==> config.mk <==
export PLATFORM = sky130hd
export DESIGN_NAME = inst_decode_stage_flat
export DESIGN_NICKNAME = d
export VERILOG_FILES = /design/src/rtl/inst_decode_stage_if.sv /design/src/rtl/inst_decode_stage.sv /design/src/flat_wrapper.sv
export SDC_FILE = /design/constraint.sdc
export NUM_CORES = 1
export LEC_CHECK = 0
export CAP_MARGIN = 15
export CELL_PAD_IN_SITES_DETAIL_PLACEMENT = 1
export CELL_PAD_IN_SITES_GLOBAL_PLACEMENT = 1
export CORE_ASPECT_RATIO = 1.75
export CORE_UTILIZATION = 40
export DETAILED_ROUTE_END_ITERATION = 12
export MAX_ROUTING_LAYER = met4
export PLACE_DENSITY_LB_ADDON = 0.1
export SKIP_CTS_REPAIR_TIMING = 1
export SLEW_MARGIN = 20
export SYNTH_ARGS = -nofsm -noshare
export SYNTH_HDL_FRONTEND = slang
export SYNTH_SLANG_ARGS = --single-unit
==> constraint.sdc <==
create_clock -name clk -period 3.49 [get_ports clk]
set_clock_uncertainty 0.1 [all_clocks]
set_input_delay 0.698 -clock clk [delete_from_list [all_inputs] [get_ports clk]]
set_output_delay 0.698 -clock clk [all_outputs]
set_load 0.05 [all_outputs]
==> src/rtl/inst_decode_stage_if.sv <==
// Fetch-side and decode-side handshake bundle for inst_decode_stage.
// master = the fetch/execute environment, slave = the decode stage.
interface inst_decode_stage_if #(
  parameter int XLEN           = 32,
  parameter int REG_ADDR_WIDTH = 5
);
  logic                      flush;
  logic                      in_valid;
  logic                      in_ready;
  logic [31:0]               in_inst;
  logic [XLEN-1:0]           in_pc;
  logic                      out_valid;
  logic                      out_ready;
  logic [XLEN-1:0]           out_pc;
  logic [6:0]                opcode;
  logic [REG_ADDR_WIDTH-1:0] rs1;
  logic [REG_ADDR_WIDTH-1:0] rs2;
  logic [REG_ADDR_WIDTH-1:0] rd;
  logic [2:0]                funct3;
  logic [6:0]                funct7;
  logic [XLEN-1:0]           imm;
  logic [2:0]                imm_type;
  logic                      illegal;

  modport master (
    output flush, in_valid, in_inst, in_pc, out_ready,
    input  in_ready, out_valid, out_pc, opcode, rs1, rs2, rd,
           funct3, funct7, imm, imm_type, illegal
  );

  modport slave (
    input  flush, in_valid, in_inst, in_pc, out_ready,
    output in_ready, out_valid, out_pc, opcode, rs1, rs2, rd,
           funct3, funct7, imm, imm_type, illegal
  );
endinterface

==> src/rtl/inst_decode_stage.sv <==
// Registered RV32I decode stage: field split, immediate formatting, illegal
// opcode flag, behind a two-entry (output + skid) valid/ready buffer.
module inst_decode_stage #(
  parameter int XLEN           = 32,
  parameter int REG_ADDR_WIDTH = 5
) (
  input  logic                  clk,
  input  logic                  rst_n,
  inst_decode_stage_if.slave    bus
);

  localparam logic [2:0] IMM_R = 3'd0;
  localparam logic [2:0] IMM_I = 3'd1;
  localparam logic [2:0] IMM_S = 3'd2;
  localparam logic [2:0] IMM_B = 3'd3;
  localparam logic [2:0] IMM_U = 3'd4;
  localparam logic [2:0] IMM_J = 3'd5;

  typedef struct packed {
    logic [XLEN-1:0]           pc;
    logic [6:0]                opcode;
    logic [REG_ADDR_WIDTH-1:0] rs1;
    logic [REG_ADDR_WIDTH-1:0] rs2;
    logic [REG_ADDR_WIDTH-1:0] rd;
    logic [2:0]                funct3;
    logic [6:0]                funct7;
    logic [XLEN-1:0]           imm;
    logic [2:0]                imm_type;
    logic                      illegal;
  } dec_t;

  dec_t        dec;
  logic [31:0] inst;
  logic [31:0] imm32;

  dec_t out_q, out_d, skid_q, skid_d;
  logic out_vld_q, out_vld_d, skid_vld_q, skid_vld_d;
  logic accept, consume;

  // Every format is built as a 32-bit value whose bit 31 is inst[31], so a
  // single signed widening covers XLEN=32 and XLEN=64 alike.
  always_comb begin
    inst         = bus.in_inst;
    imm32        = '0;
    dec          = '0;
    dec.pc       = bus.in_pc;
    dec.opcode   = inst[6:0];
    dec.rs1      = REG_ADDR_WIDTH'(inst[19:15]);
    dec.rs2      = REG_ADDR_WIDTH'(inst[24:20]);
    dec.rd       = REG_ADDR_WIDTH'(inst[11:7]);
    dec.funct3   = inst[14:12];
    dec.funct7   = inst[31:25];
    dec.imm_type = IMM_R;
    dec.illegal  = 1'b0;
    case (inst[6:0])
      7'b0000011, 7'b0010011, 7'b1100111, 7'b1110011, 7'b0001111: begin
        dec.imm_type = IMM_I;
        imm32        = {{20{inst[31]}}, inst[31:20]};
      end
      7'b0100011: begin
        dec.imm_type = IMM_S;
        imm32        = {{20{inst[31]}}, inst[31:25], inst[11:7]};
      end
      7'b1100011: begin
        dec.imm_type = IMM_B;
        imm32        = {{19{inst[31]}}, inst[31], inst[7], inst[30:25], inst[11:8], 1'b0};
      end
      7'b0110111, 7'b0010111: begin
        dec.imm_type = IMM_U;
        imm32        = {inst[31:12], 12'b0};
      end
      7'b1101111: begin
        dec.imm_type = IMM_J;
        imm32        = {{11{inst[31]}}, inst[31], inst[19:12], inst[20], inst[30:21], 1'b0};
      end
      7'b0110011: ;
      default: dec.illegal = 1'b1;
    endcase
    dec.imm = XLEN'($signed(imm32));
  end

  // in_ready depends only on the skid flop, so out_ready never reaches it.
  assign bus.in_ready = ~skid_vld_q;
  assign accept       = bus.in_valid & ~skid_vld_q & ~bus.flush;
  assign consume      = out_vld_q & bus.out_ready;

  always_comb begin
    out_d      = out_q;
    skid_d     = skid_q;
    out_vld_d  = out_vld_q;
    skid_vld_d = skid_vld_q;
    if (bus.flush) begin
      out_vld_d  = 1'b0;
      skid_vld_d = 1'b0;
    end else begin
      if (consume) begin
        out_vld_d  = skid_vld_q;
        out_d      = skid_vld_q ? skid_q : out_q;
        skid_vld_d = 1'b0;
      end
      // accept implies skid empty, so it never races the skid->output move
      if (accept) begin
        if (!out_vld_q || consume) begin
          out_d     = dec;
          out_vld_d = 1'b1;
        end else begin
          skid_d     = dec;
          skid_vld_d = 1'b1;
        end
      end
    end
  end

  always_ff @(posedge clk or negedge rst_n) begin
    if (!rst_n) begin
      out_q      <= '0;
      skid_q     <= '0;
      out_vld_q  <= 1'b0;
      skid_vld_q <= 1'b0;
    end else begin
      out_q      <= out_d;
      skid_q     <= skid_d;
      out_vld_q  <= out_vld_d;
      skid_vld_q <= skid_vld_d;
    end
  end

  assign bus.out_valid = out_vld_q;
  assign bus.out_pc    = out_q.pc;
  assign bus.opcode    = out_q.opcode;
  assign bus.rs1       = out_q.rs1;
  assign bus.rs2       = out_q.rs2;
  assign bus.rd        = out_q.rd;
  assign bus.funct3    = out_q.funct3;
  assign bus.funct7    = out_q.funct7;
  assign bus.imm       = out_q.imm;
  assign bus.imm_type  = out_q.imm_type;
  assign bus.illegal   = out_q.illegal;

endmodule

==> src/flat_wrapper.sv <==
// flat-port wrapper written by rule: the top's interface ports become plain ports
module inst_decode_stage_flat 
#(
  parameter int XLEN           = 32,
  parameter int REG_ADDR_WIDTH = 5
)
  (clk, rst_n, bus_flush, bus_in_valid, bus_in_inst, bus_in_pc, bus_out_ready, bus_in_ready, bus_out_valid, bus_out_pc, bus_opcode, bus_rs1, bus_rs2, bus_rd, bus_funct3, bus_funct7, bus_imm, bus_imm_type, bus_illegal);
  inst_decode_stage_if #(.XLEN(XLEN), .REG_ADDR_WIDTH(REG_ADDR_WIDTH)) bus_i ();
  input  logic clk;
  input  logic rst_n;
  input wire logic [$bits(bus_i.flush)-1:0] bus_flush;
  input wire logic [$bits(bus_i.in_valid)-1:0] bus_in_valid;
  input wire logic [$bits(bus_i.in_inst)-1:0] bus_in_inst;
  input wire logic [$bits(bus_i.in_pc)-1:0] bus_in_pc;
  input wire logic [$bits(bus_i.out_ready)-1:0] bus_out_ready;
  output wire logic [$bits(bus_i.in_ready)-1:0] bus_in_ready;
  output wire logic [$bits(bus_i.out_valid)-1:0] bus_out_valid;
  output wire logic [$bits(bus_i.out_pc)-1:0] bus_out_pc;
  output wire logic [$bits(bus_i.opcode)-1:0] bus_opcode;
  output wire logic [$bits(bus_i.rs1)-1:0] bus_rs1;
  output wire logic [$bits(bus_i.rs2)-1:0] bus_rs2;
  output wire logic [$bits(bus_i.rd)-1:0] bus_rd;
  output wire logic [$bits(bus_i.funct3)-1:0] bus_funct3;
  output wire logic [$bits(bus_i.funct7)-1:0] bus_funct7;
  output wire logic [$bits(bus_i.imm)-1:0] bus_imm;
  output wire logic [$bits(bus_i.imm_type)-1:0] bus_imm_type;
  output wire logic [$bits(bus_i.illegal)-1:0] bus_illegal;
  assign bus_i.flush = bus_flush;
  assign bus_i.in_valid = bus_in_valid;
  assign bus_i.in_inst = bus_in_inst;
  assign bus_i.in_pc = bus_in_pc;
  assign bus_i.out_ready = bus_out_ready;
  assign bus_in_ready = bus_i.in_ready;
  assign bus_out_valid = bus_i.out_valid;
  assign bus_out_pc = bus_i.out_pc;
  assign bus_opcode = bus_i.opcode;
  assign bus_rs1 = bus_i.rs1;
  assign bus_rs2 = bus_i.rs2;
  assign bus_rd = bus_i.rd;
  assign bus_funct3 = bus_i.funct3;
  assign bus_funct7 = bus_i.funct7;
  assign bus_imm = bus_i.imm;
  assign bus_imm_type = bus_i.imm_type;
  assign bus_illegal = bus_i.illegal;
  inst_decode_stage #(.XLEN(XLEN), .REG_ADDR_WIDTH(REG_ADDR_WIDTH)) u_core (.clk(clk), .rst_n(rst_n), .bus(bus_i));
endmodule
==> out/summary.md, run 1 <==
The commonest cells after synthesis are sky130_fd_sc_hd__nand2_1, sky130_fd_sc_hd__dfrtp_1, sky130_fd_sc_hd__o22a_1. Counting flops with a built-in enable in the synthesized netlist gives 0. The mean post-synth cell area is 10.3 µm², and the number of antenna repair diodes is 0. The floorplan has 71 rows. The mapped netlist covers 8840 µm².

After floorplanning, the core was sized to cover 21600 µm². VDD sags by at most 420 µV. The depth of the most critical reg-to-reg path is 5. In the synthesized netlist the dominant register cell turns out to be sky130_fd_sc_hd__dfrtp_1. The critical path in this run is classified as reg2out. Summed over all nets, the half-perimeter wirelength after detailed placement is 17.4 mm. Sequential cells account for 41.9% of the total power.

For this run, asynchronously set or reset flops after synthesis account for 100%. Clock-pin slew was measured on the worst setup and hold paths at 0.07 ns. In this run the count of I/O pins placed on the die edge is 171. After synthesis, the cell types taking the most area are sky130_fd_sc_hd__dfrtp_1, sky130_fd_sc_hd__o22a_1, sky130_fd_sc_hd__nand2_1. Summing over every cut layer, the via total after detailed routing is 7313.

The latest clock arrival within the worst-skew pair came out at 0.50 ns. Summing internal, switching and leakage power gives 7.17 mW. The remaining antenna violation count after routing is 0. The number of sinks on the clock net was 202; the share of power burned in the clock network was 30.9%. The end of the worst register-to-register path was u_core.skid_q[5]. The worst pin sits at a relative slew slack of 52.4%. The tools report the weighted congestion reported at the end of routability-driven placement as 0.840. For the number of hold violations in the final report, the log shows 0.

The flow ran to the end, and the final reports show no timing, DRC or antenna violations. The logs give 26.7 mm for the overall routed net length and 385 for the number of design-rule violations left by the first detailed-router iteration. The measured slew at the worst slew-check pin was 0.714 ns. The deepest clock path buffer count was 3; the via density per instance was 5.60. For this run, the register share of the synthesized area comes to 57.2%.

The wire length per cell after detailed routing is 20.4 µm, and the final worst-path cycle share is 76.7%. The run gives 0 as the number of setup violations in the final report. The synthesized design spends more area on one cell type than any other, namely sky130_fd_sc_hd__dfrtp_1.

The initial antenna violation count is 0. The tools report the nature of the critical path endpoint as an output port. In the post-synthesis netlist, the cell with the most instances is sky130_fd_sc_hd__nand2_1. The tools report the kind of start point of the critical path as a flop. Max-slew violation total from the final report: 0.

Max-cap violations in this run came to 0. The via count of the first global-routing pass was 8045; the highest net fanout along the worst path was 8. The tools report the source of the worst register-to-register timing path as u_core.skid_vld_q. The logs give 25.1% for the aggregate global-route resource usage and 2.40 mW for the net switching power of the design. The width of the die is 114 µm, and the proportion of netlist area held by the largest area contributor is 57.2%.

The cell sitting at the root of the clock tree is a sky130_fd_sc_hd__clkbuf_16. The total cell area at the placement stage is 10900 µm², and the power density normalized to cell area is 622 nW/µm². The share of the core filled with cells came out at 53.4%. Subtracting the final worst setup slack from the clock period gives 2.68 ns.

In this run, synthesis produced a sequential element count of 202. The number of warnings issued by yosys came out at 0. Synthesis instantiated 56 different standard cells from the library.

Vertical die dimension: 199 µm. The number of levels the H-tree was split into is 1. For the worst setup path, the data required time is 2.69 ns. TritonCTS built the clock tree. For the number of buffers added by the clock tree synthesis step, the log shows 21.

The count of TritonRoute iterations in the first routing pass was 4; the pin count of the biggest net entering global routing was 71. The logs give 0 for the DRC violation count after routing and 4.81 nW for the reported leakage power. Port buffering added 170 buffers. Setup total negative slack on the finished layout was measured at 0 ns.

The logs give 1.88 ns for the arrival time of the worst setup path and 43.4 mm for the first-pass GRT wire length. Cells with a size suffix above 1 make up 7.29% of the layout. The highest clock frequency the design can meet is 0.374 GHz. Setup repair after global routing left no endpoint under its margin. Counting tap cells, the placed design contains a total of 1270 instances. The min-delay analysis places its worst path in the category in2async. The starting density of the core was 41.0%. The die covers 22700 µm². In the final design database the tool counted 1070 nets.

The number of nets in the synthesized netlist was 931; the internal reg-to-reg setup slack was 1.26 ns. The synthesized instance count came out at 862. The internal power of the cells totals 4.77 mW.

For the final design area excluding fillers, the log shows 11500 µm². The area growth from synthesis to final layout was 30.4%; the count of placed standard cells in the final layout, fillers left out was 1307. The final global-route overflow total was 0; the switching share of power was 33.5%.

Combinational cells account for 27.2% of the total power.
-- power by group through the flow --
stage                     clock network [mW]  registers, mW  logic [mW]
final                                   2.21           3.01        1.95
after detailed placement                   0           3.04        1.97
after global routing                    2.36           3.06        2.08
after floorplan                            0           3.68       0.552
after global placement                     0           3.03        1.93
after CTS                               2.27           3.01        1.97
-- state kept, by name (all words and copies together), names as in the netlist, 3 cells and up --
signal / cells
u_core.skid_q: 100
u_core.bus.imm: 32
u_core.bus.out_pc: 32
u_core.bus.funct7: 7
u_core.bus.opcode: 7
u_core.bus.rd: 5
u_core.bus.rs1: 5
u_core.bus.rs2: 5
u_core.bus.funct3: 3
u_core.bus.imm_type: 3
-- cell usage in the layout (no fill, tap or decap), types with 6 or more instances in the layout --
master / count
sky130_fd_sc_hd__a22o_1: 6
sky130_fd_sc_hd__nand3_1: 8
sky130_fd_sc_hd__clkdlybuf4s50_1: 168
sky130_fd_sc_hd__nor2_1: 27
sky130_fd_sc_hd__clkbuf_16: 21
sky130_fd_sc_hd__buf_4: 14
sky130_fd_sc_hd__buf_12: 6
sky130_fd_sc_hd__o22ai_1: 31
sky130_fd_sc_hd__nor3_2: 7
sky130_fd_sc_hd__o211ai_1: 20
sky130_fd_sc_hd__o22a_1: 125
sky130_fd_sc_hd__a21oi_1: 21
sky130_fd_sc_hd__dfrtp_1: 202
sky130_fd_sc_hd__a31oi_1: 24
sky130_fd_sc_hd__nand2_1: 229
sky130_fd_sc_hd__o21ai_1: 9
sky130_fd_sc_hd__clkbuf_8: 6
-- worst max path at each step --
stage,cells after the start,from,endpoint,slack (ns)
5_1_grt,2,u_core.skid_vld_q,bus_in_ready,0.76
2_1_floorplan,4,bus_flush,u_core.bus.imm[1],1.42
4_1_cts,2,u_core.skid_vld_q,bus_in_ready,0.79
6_report,2,u_core.skid_vld_q,bus_in_ready,0.81
3_3_place_gp,5,bus_in_inst[2],u_core.bus.imm[11],0.55
3_5_place_dp,5,bus_in_inst[2],u_core.bus.imm[11],0.50
-- routing by layer --
layer / vias to the layer above / share of wire, % / track usage [%]
met1: 3725 / 41 / 29.9
met3: 43 / 4.4 / 3.56
met4: 0 / 2.6 / 7.36
met2: 152 / 51 / 43.9
met5: - / 0 / -
li1: 3393 / - / -
-- cell type report --
cell class,count,area (µm²)
Fill cell,2388,10100
Inverter,5,18.8
Multi-Input combinational cell,581,3490
Timing Repair Buffer,190,1930
Tap cell,292,365
Sequential cell,202,5050
Clock buffer,30,609
Clock inverter,7,63.8
-- worst max-delay path: stages, from the launching register on --
cell and delay, ns:
sky130_fd_sc_hd__dfrtp_1 0.47, sky130_fd_sc_hd__inv_1 0.11, sky130_fd_sc_hd__clkdlybuf4s50_1 0.80
-- stage by stage --
step           setup slack, ns  hold slack (ns)
2_1_floorplan             1.42            0.302
3_3_place_gp             0.553            0.359
3_5_place_dp             0.503            0.369
4_1_cts                  0.787           0.0921
5_1_grt                  0.757            0.110
6_report                 0.813           0.0790
-- cells by family (layout without fill, tap and decap cells) --
family,count (synthesis),in the layout,synth area share (%)
compound gates,267,267,23.3
xor+xnor,1,1,0.0991
buf+inv,79,232,3.72
flops,202,202,57.2
mux,1,1,0.127
simple gates,312,312,15.6
Power figures use the tool's default switching activity.
==> inputs of run 2 (changes only) <==
==> constraint.sdc (replaced) <==
create_clock -name clk -period 2.6 [get_ports clk]
set_clock_uncertainty 0.1 [all_clocks]
set_input_delay 0.52 -clock clk [delete_from_list [all_inputs] [get_ports clk]]
set_output_delay 0.52 -clock clk [all_outputs]
set_load 0.05 [all_outputs]
==> out/summary.md, run 2 (synthesized netlist as in run 1, its figures left out) <==
The final global-route overflow total is 0, and the number of buffer and inverter instances along the worst setup path is 2. Setup violations remaining at the end of the flow were counted as 0. Routability-driven placement finished with a final weighted congestion of 0.844. For this run, the total global-route usage over all layers was measured as 25.7%.

CTS saw 202 sinks. The first-pass GRT wire length came out at 44.4 mm. The top cell types in the final layout, fill and taps aside, are sky130_fd_sc_hd__nand2_1, sky130_fd_sc_hd__dfrtp_1, sky130_fd_sc_hd__clkdlybuf4s50_1.

The vertical die dimension was 199 µm. Hold is met by 0.330 ns. Clock-pin slew was measured on the worst setup and hold paths at 0.06 ns. The power density normalized to cell area was 802 nW/µm²; the latest clock arrival within the worst-skew pair was 0.49 ns. Buffers inserted during clock tree synthesis total 20. Measured along the x axis, the die boundary spans 114 µm. The clock passes through at most 3 buffers. At the pin with the least slew margin, the transition time is 0.809 ns. STA classifies the critical path endpoint as an output port.

The largest register by flop count was u_core.skid_q. For the final setup TNS, the log shows 0 ns. Along the worst path, the maximum fanout reaches 8.

Across the VDD grid, the largest voltage drop is 585 µV. Setup repair after global routing left no endpoint under its margin. The number of hold violations in the final report is 0. The initial antenna violation count is 0, and the clock period minus final worst setup slack is 2.50 ns. Grouping stages by cell kind, the critical path spends the most delay in buffers and inverters. The region available for standard cell placement spans 21600 µm². In this run the count of I/O pins placed on the die edge is 171.

The floorplan step defined a die boundary enclosing 22700 µm². The worst path required time was 1.98 ns. Wire length per cell after detailed routing: 20.6 µm. Before antenna repair, the detailed router went through 4 iterations.

The run gives 305 as the number of design-rule violations left by the first detailed-router iteration. The flow ran to the end, and the final reports show no timing, DRC or antenna violations. Cells fill 54.3% of the core in the end. The min-delay analysis places its worst path in the category in2reg. Relative to the synthesized area, the layout overhead comes to 32.5%. For this design, the slowest cell found on the critical path is sky130_fd_sc_hd__clkdlybuf4s50_1. Data arrives at the worst endpoint at 1.88 ns. The count of nets left with antenna violations once routing finished came out at 0.

The run gives 1 as the number of levels the H-tree was split into. The final worst-path cycle share was 96.0%. The tool flagged a number of max-cap violations equal to 0.

The overall routed net length is 27.4 mm. The kind of start point of the critical path was a flop. In this run the static leakage power is 4.92 nW. The max-slew violation total from the final report came out at 0. Fill cells in the final layout number 2348. The count of input and output buffers came out at 170.

Entering global routing, the biggest net connects 65 pins. The highest clock frequency the design can meet was 0.401 GHz. The number of flip-flops in the largest register is 100, and the DRC violation count after routing is 0.

The tree is rooted in a sky130_fd_sc_hd__clkbuf_16. The critical path's largest stage delay was 0.80 ns. In the final design database the tool counted 1095 nets. Using the TritonRoute via totals, the vias-per-cell ratio works out to 5.61.

The critical path goes through inv_1 > clkdlybuf4s50_1. TritonCTS built the clock tree. For this block, the via count after detailed routing is 7455. The library cell used most frequently in the layout, excluding fill and tap cells, is sky130_fd_sc_hd__nand2_1. The post-route netlist has 9.17% of its cells at a drive strength greater than 1. Once the floorplan was initialized, standard cells occupied 41.0% of the core.

Critical path class: reg2out. The via count of the first global-routing pass was 8176; the total half-perimeter wirelength after legalization and detailed placement was 18.2 mm. The worst-case setup margin in the final layout is 0.103 ns. Prior to clock tree synthesis, the placed netlist has a worst setup slack of 0.0676 ns. Row generation in the floorplan step produced 71 rows. The worst pin sits at a relative slew slack of 46.0%.

0 antenna diodes ended up in the layout.
-- run 2: cell types whose count changed in the layout (fill, tap and decap cells not counted), sizes merged --
cell         delta
clkbuf          -5
buf            +25
inv             -1
clkinvlp        +1
bufinv          -1
clkinv          +1
dlygate4sd3     +1
-- run 2: layout make-up --
class,instances,area (µm²),share of cell area [%]
repair buffers,216,2200,18.8
inverters,5,18.8,0.160
clock buffers,25,551,4.70
well taps,292,365,3.12
clock inverters,7,37.5,0.320
multi-input cells,581,3490,29.8
flip-flops and latches,202,5050,43.2
-- run 2: final timing paths --
path,to,from,depth (start not counted),slack (ns)
min in group asynchronous,u_core.bus.rs1[2],rst_n,2,0.51
setup / recovery,bus_in_ready,u_core.skid_vld_q,2,0.10
setup reg to reg,u_core.bus.imm[3],u_core.bus.out_valid,3,0.66
max in group asynchronous,u_core.bus.out_pc[28],rst_n,3,1.18
hold / removal,u_core.bus.funct7[6],bus_flush,2,0.33
hold reg to reg,u_core.skid_q[87],u_core.skid_q[87],2,0.38
-- run 2: metal layers --
layer	share of wire, %	GRT usage, %	routed length, µm
met5	0	-	0
met4	2.7	8.08	752
met3	3.9	3.66	1080
met2	52	44.2	14200
met1	41	31.1	11300
-- run 2: report_power, final --
part	total [mW]	switching [mW]	internal [mW]
clock network	2.69	1.19	1.49
registers	4.04	0.336	3.71
logic	2.66	1.66	0.997
-- run 2: stage by stage --
step / power (mW) / std cells / instance area (µm²)
final: 9.39 / 1328 / 11700
after global routing: 9.84 / 1328 / 11700
after CTS: 9.50 / 1327 / 11700
after detailed placement: 6.77 / 1295 / 11100
after global placement: 6.71 / 1295 / 11100
after floorplan: 5.68 / 862 / 8840
==> inputs of run 3 (changes only) <==
--- a/config.mk
+++ b/config.mk
@@ -10,6 +10,7 @@
 export CELL_PAD_IN_SITES_GLOBAL_PLACEMENT = 1
 export CORE_ASPECT_RATIO = 1.75
 export CORE_UTILIZATION = 40
+export CTS_CLUSTER_DIAMETER = 200
 export DETAILED_ROUTE_END_ITERATION = 12
 export MAX_ROUTING_LAYER = met4
 export PLACE_DENSITY_LB_ADDON = 0.1
==> results of run 3 <==
The final DEF is identical to that of run 2; final timing and power are the same.
